[src/rtl/pci_pkg.sv]
// Shared types and limits for the PCI Edu initiator-path scheduler.
package pci_pkg;

    localparam int unsigned PCI_MSCHED_MAX_REQ = 8;

    typedef enum logic [1:0] {
        StIdle,
        StReq,
        StXfer,
        StTurn
    } pci_msched_state_t;

endpackage

[src/rtl/pci_rr_pick.sv]
// Combinational cyclic priority picker: first set request bit at or after ptr, wrapping.
module pci_rr_pick #(
    parameter int unsigned N    = 4,
    parameter int unsigned IdxW = $clog2(N)
) (
    input  logic [N-1:0]    req,
    input  logic [IdxW-1:0] ptr,
    output logic            valid,
    output logic [N-1:0]    onehot,
    output logic [IdxW-1:0] idx
);

    logic [IdxW-1:0] cand;

    always_comb begin
        valid  = 1'b0;
        idx    = '0;
        onehot = '0;
        cand   = '0;
        for (int unsigned i = 0; i < N; i++) begin
            cand = IdxW'((32'(ptr) + i) % N);
            if (!valid && req[cand]) begin
                valid = 1'b1;
                idx   = cand;
            end
        end
        onehot[idx] = valid;
    end

endmodule

[src/rtl/pci_master_sched.sv]
// Round-robin scheduler of the single PCI bus-master path among internal requesters,
// driving REQ/GNT toward the central arbiter and start pulses toward pci_busif.
module pci_master_sched
    import pci_pkg::*;
#(
    parameter int unsigned N_REQ     = 4,
    parameter int unsigned RETRY_MAX = 16
) (
    input  logic                     clk,
    input  logic                     rst,
    input  logic [N_REQ-1:0]         client_req,
    output logic [N_REQ-1:0]         client_gnt,
    output logic [$clog2(N_REQ)-1:0] owner,
    output logic                     busy,
    output logic                     req,
    input  logic                     gnt,
    input  logic                     frame_in,
    input  logic                     irdy_in,
    output logic                     start,
    input  logic                     xfer_done,
    input  logic                     xfer_retry
);

    localparam int unsigned IdxW     = $clog2(N_REQ);
    localparam logic [7:0]  RetryMax = RETRY_MAX[7:0];

    pci_msched_state_t state_q, state_d;
    logic [IdxW-1:0]   ptr_q, ptr_d;
    logic [7:0]        retry_cnt_q, retry_cnt_d;
    logic [N_REQ-1:0]  client_gnt_q, client_gnt_d;
    logic [IdxW-1:0]   owner_q, owner_d;
    logic              busy_q, busy_d;
    logic              req_q, req_d;
    logic              start_q, start_d;

    logic              pick_valid;
    logic [N_REQ-1:0]  pick_onehot;
    logic [IdxW-1:0]   pick_idx;
    logic              bus_ok;
    logic              owner_req;
    logic [IdxW-1:0]   owner_inc;
    logic [7:0]        retry_inc;

    pci_rr_pick #(
        .N    (N_REQ),
        .IdxW (IdxW)
    ) u_pick (
        .req    (client_req),
        .ptr    (ptr_q),
        .valid  (pick_valid),
        .onehot (pick_onehot),
        .idx    (pick_idx)
    );

    assign bus_ok    = gnt && !frame_in && !irdy_in;
    assign owner_req = client_req[owner_q];
    assign owner_inc = (owner_q == IdxW'(N_REQ - 1)) ? '0 : owner_q + IdxW'(1);
    assign retry_inc = (retry_cnt_q >= RetryMax) ? retry_cnt_q : retry_cnt_q + 8'd1;

    always_ff @(posedge clk) begin
        if (rst) begin
            state_q      <= StIdle;
            ptr_q        <= '0;
            retry_cnt_q  <= '0;
            client_gnt_q <= '0;
            owner_q      <= '0;
            busy_q       <= 1'b0;
            req_q        <= 1'b0;
            start_q      <= 1'b0;
        end else begin
            state_q      <= state_d;
            ptr_q        <= ptr_d;
            retry_cnt_q  <= retry_cnt_d;
            client_gnt_q <= client_gnt_d;
            owner_q      <= owner_d;
            busy_q       <= busy_d;
            req_q        <= req_d;
            start_q      <= start_d;
        end
    end

    always_comb begin
        state_d = state_q;
        unique case (state_q)
            StIdle: if (pick_valid) state_d = StReq;
            StReq: begin
                if (!owner_req) begin
                    state_d = StIdle;
                end else if (bus_ok) begin
                    state_d = StXfer;
                end
            end
            StXfer: if (xfer_done || xfer_retry) state_d = StTurn;
            StTurn: state_d = StIdle;
            default: state_d = StIdle;
        endcase
    end

    always_comb begin
        ptr_d        = ptr_q;
        retry_cnt_d  = retry_cnt_q;
        client_gnt_d = client_gnt_q;
        owner_d      = owner_q;
        req_d        = req_q;
        start_d      = 1'b0;
        unique case (state_q)
            StIdle: begin
                if (pick_valid) begin
                    client_gnt_d = pick_onehot;
                    owner_d      = pick_idx;
                    req_d        = 1'b1;
                    // Retry credit belongs to one owner only.
                    if (pick_idx != owner_q) retry_cnt_d = '0;
                end
            end
            StReq: begin
                if (!owner_req) begin
                    client_gnt_d = '0;
                    req_d        = 1'b0;
                end else if (bus_ok) begin
                    start_d = 1'b1;
                    req_d   = 1'b0;
                end
            end
            StXfer: begin
                if (xfer_done) begin
                    ptr_d        = owner_inc;
                    retry_cnt_d  = '0;
                    client_gnt_d = '0;
                end else if (xfer_retry) begin
                    client_gnt_d = '0;
                    if (retry_inc == RetryMax) begin
                        ptr_d       = owner_inc;
                        retry_cnt_d = '0;
                    end else begin
                        retry_cnt_d = retry_inc;
                    end
                end
            end
            StTurn: client_gnt_d = '0;
            default: ;
        endcase
        busy_d = (state_d != StIdle);
    end

    assign client_gnt = client_gnt_q;
    assign owner      = owner_q;
    assign busy       = busy_q;
    assign req        = req_q;
    assign start      = start_q;

endmodule

[config.mk]
export PLATFORM = sky130hd
export DESIGN_NAME = pci_master_sched
export DESIGN_NICKNAME = d
export VERILOG_FILES = /design/src/rtl/pci_pkg.sv /design/src/rtl/pci_rr_pick.sv /design/src/rtl/pci_master_sched.sv
export SDC_FILE = /design/constraint.sdc
export NUM_CORES = 1
export LEC_CHECK = 0
export ABC_AREA = 1
export CELL_PAD_IN_SITES_DETAIL_PLACEMENT = 0
export CELL_PAD_IN_SITES_GLOBAL_PLACEMENT = 1
export CORE_ASPECT_RATIO = 1.2
export CORE_MARGIN = 4
export CORE_UTILIZATION = 38
export CTS_CLUSTER_SIZE = 40
export DETAILED_ROUTE_END_ITERATION = 12
export GPL_TIMING_DRIVEN = 0
export PLACE_DENSITY = 0.86
export SETUP_SLACK_MARGIN = 0.05
export SYNTH_ARGS = -nofsm -noshare
export SYNTH_HDL_FRONTEND = slang
export SYNTH_SLANG_ARGS = --single-unit
[constraint.sdc]
create_clock -name clk -period 2 [get_ports clk]
set_input_delay 0.4 -clock clk [delete_from_list [all_inputs] [get_ports clk]]
set_output_delay 0.4 -clock clk [all_outputs]
set_load 0.05 [all_outputs]
==> impl_metrics.tcl <==
set metrics [dict create \
    design.core.area_mm2 0.00366 \
    ys_ff_latch 21 \
    syn_to_final_growth_pct 28.8 \
    gr-usage-met1_pct 17.5 \
    drv_cap 0 \
    hold_violations 0 \
    drt-initial-drc-count 65 \
    routedWlPerCell_um 10.8 \
    viasPerCell 4.69 \
    clk_pin_slew_ps 70 \
    ir_drop_uv 491 \
    h-tree-depth 1 \
    drtPass1Iterations 4 \
    rows 24 \
    start_util_pct 39.9 \
    grt_pass1_wl_um 5580 \
    io_buffers 18 \
    hpwl_um 2520 \
    relSlewSlack_pct 66.5 \
    syn_nets 236 \
    clk_latency_ps 260 \
    antenna_found_initial 0 \
    grt-busiest-layer "met2" \
    leakage_nw 0.913 \
    die_height_um 75.9 \
    clk_path_buf_depth 2 \
    overflow 0 \
    cp_data_arrival_time_ps 1990 \
    yosys.area.top_type "dfxtp_1" \
    clock_skew_ps 3.00 \
    drtAntennaViolNets 0 \
    setup_viol 0 \
    cts_hold_buf 0 \
    vias 1402 \
    numCtsBuffers 3 \
    power.density_mw_per_mm2 657 \
    diodes 0 \
    wl_um 3240 \
    synth_top_area_share_pct 28.8 \
    synth_area_leaders "dfxtp_1, nand2_1, inv_1" \
    avgSynthCellArea_um2 6.58 \
    die_w_um 64.6 \
    gp_congestion 0.792 \
    ys_warn_count 0 \
    drive_gt1_share_pct 26.7 \
    grt_start_max_net_pins 12 \
    worst-path-max-fanout 6 \
    cts_tree "yes" \
    final_cells 299 \
    fin_crit_sh_pct 91.5 \
    timing.hold.ws_ps 461 \
    worst_setup_path_start_kind "flop" \
    dieArea_mm2 0.00490 \
    finalNetCount 262 \
    synthMostInstantiatedCell "nand2_1" \
    synth_common_cells "nand2_1, inv_1, nor2_1" \
    drc 0 \
    report.final.slew_viol_count 0 \
    status "completed" \
    clock-sinks 21 \
    grt_util_met2_pct 23.3 \
    critical_path_class "flop to flop" \
    met3_usage_pct 1.63 \
    grt_use_total_pct 13.7 \
    netlist_area_mm2 0.00146 \
    yosysSeqAreaShare_pct 28.8 \
    max_freq_mhz 546 \
    worstSetupEndpointType "flop" \
    grt_pass1_vias 1317 \
    place_inst 292 \
    crit_required_ps 2160 \
    cts_root_buf "clkbuf_8" \
    rsz0062_at_grt "true" \
    io_pins 20 \
    synth_cell_types 30 \
    hp-class "flop to flop" \
    synth_edf_count 0 \
    synth_flop_cell "dfxtp_1" \
    period_needed_ps 1830 \
    async_reset_ff_share_pct 0 \
    synthCells 222 \
    worst_pin_slew_ps 501 \
]
[sequential cells by signal, indices dropped and copies added, names as in the netlist]
register,count
retry_cnt_q,8
client_gnt,4
owner,2
ptr_q,2
state_q,2
busy,1
req,1
start,1
[metrics by stage]
| stage | worst slack [ps] | utilization [%] | cell area (um2) | TNS [ps] | power [mW] |
|---|---|---|---|---|---|
| after global placement | -297 | 46.6 | 1710 | -2950 | 0.946 |
| after CTS | 50.9 | 48.7 | 1790 | 0 | 1.23 |
| after detailed placement | -308 | 46.6 | 1710 | -3070 | 0.949 |
| after floorplan | 160 | - | 1460 | 0 | 0.832 |
| final | 170 | 51.3 | 1880 | 0 | 1.24 |
| after global routing | 1.54 | 51.3 | 1880 | 0 | 1.33 |
[repair_timing]
item	in CTS	in global routing
gates resized for setup	14	21
pin swaps	2	5
setup buffers	1	2
endpoints found under the setup margin	10	14
[report_power, final]
group	total, mW	switching (mW)	internal [mW]
registers	0.494	0.0354	0.458
logic	0.470	0.303	0.166
clock network	0.272	0.130	0.142
total	1.24	0.469	0.766
[critical path, cell delays in order (launching register included)]
cell and delay (ps):
dfxtp_1 310, buf_6 130, buf_12 130, nand2_2 70, nand2_4 70, nand2_4 70, nand2_4 70, nor2_4 110
nand3_2 130, nand4_1 140, inv_2 60, nor2_4 120, nand2_4 90, nand2_4 80, nand2_1 50, nand2_1 70
nor2_2 30
[layer usage]
| metal | wire [um] | vias to the layer above |
|---|---|---|
| met1 | 1510 | 631 |
| met4 | 53 | 0 |
| met2 | 1570 | 21 |
| met3 | 99 | 4 |
| li1 | - | 746 |
| met5 | 0 | - |
[logic make-up (layout without fill, tap and decap cells)]
| kind of cell | after synthesis | after routing | share of synthesized area [%] |
|---|---|---|---|
| adders and majority gates | 3 | 3 | 2.57 |
| AOI/OAI and AO/OA | 24 | 24 | 9.08 |
| and+or+nand+nor | 133 | 133 | 47.0 |
| buffers and inverters | 38 | 63 | 10.7 |
| xor gates and xnor gates | 3 | 3 | 1.80 |
| DFF | 21 | 21 | 28.8 |
[final timing paths]
check                       from              to  slack [ps]  cells after the start
setup / recovery        ptr_q[0]  retry_cnt_q[1]         170                     16
hold / removal    retry_cnt_q[7]  retry_cnt_q[7]         460                      2
hold reg to reg   retry_cnt_q[7]  retry_cnt_q[7]         460                      2
setup reg to reg        ptr_q[0]  retry_cnt_q[1]         170                     16
[layout by cell type (no fill, tap or decap), types with 3 or more instances in the layout]
cell and count:
nand2_2 11, clkbuf_8 3, nor2_1 23, ha_1 3
inv_1 26, nand3_2 6, dfxtp_1 19, nand3_4 3
o21ai_0 5, inv_2 8, or2_2 4, clkdlybuf4s50_1 12
nor2_4 3, o21ai_1 3, a21oi_1 10, nand2_4 11
dlygate4sd2_1 4, nand2_1 47, nor2_2 8, nand3_1 11
[final cells by class]
cell class / instances / area [um2]
Multi-Input combinational cell: 163 / 976
Sequential cell: 21 / 423
Inverter: 35 / 136
Tap cell: 52 / 65.1
Timing Repair Buffer: 21 / 215
Clock buffer: 4 / 45.0
Fill cell: 399 / 1780
Buffer: 3 / 20.0
(Power assumes the default switching activity.)
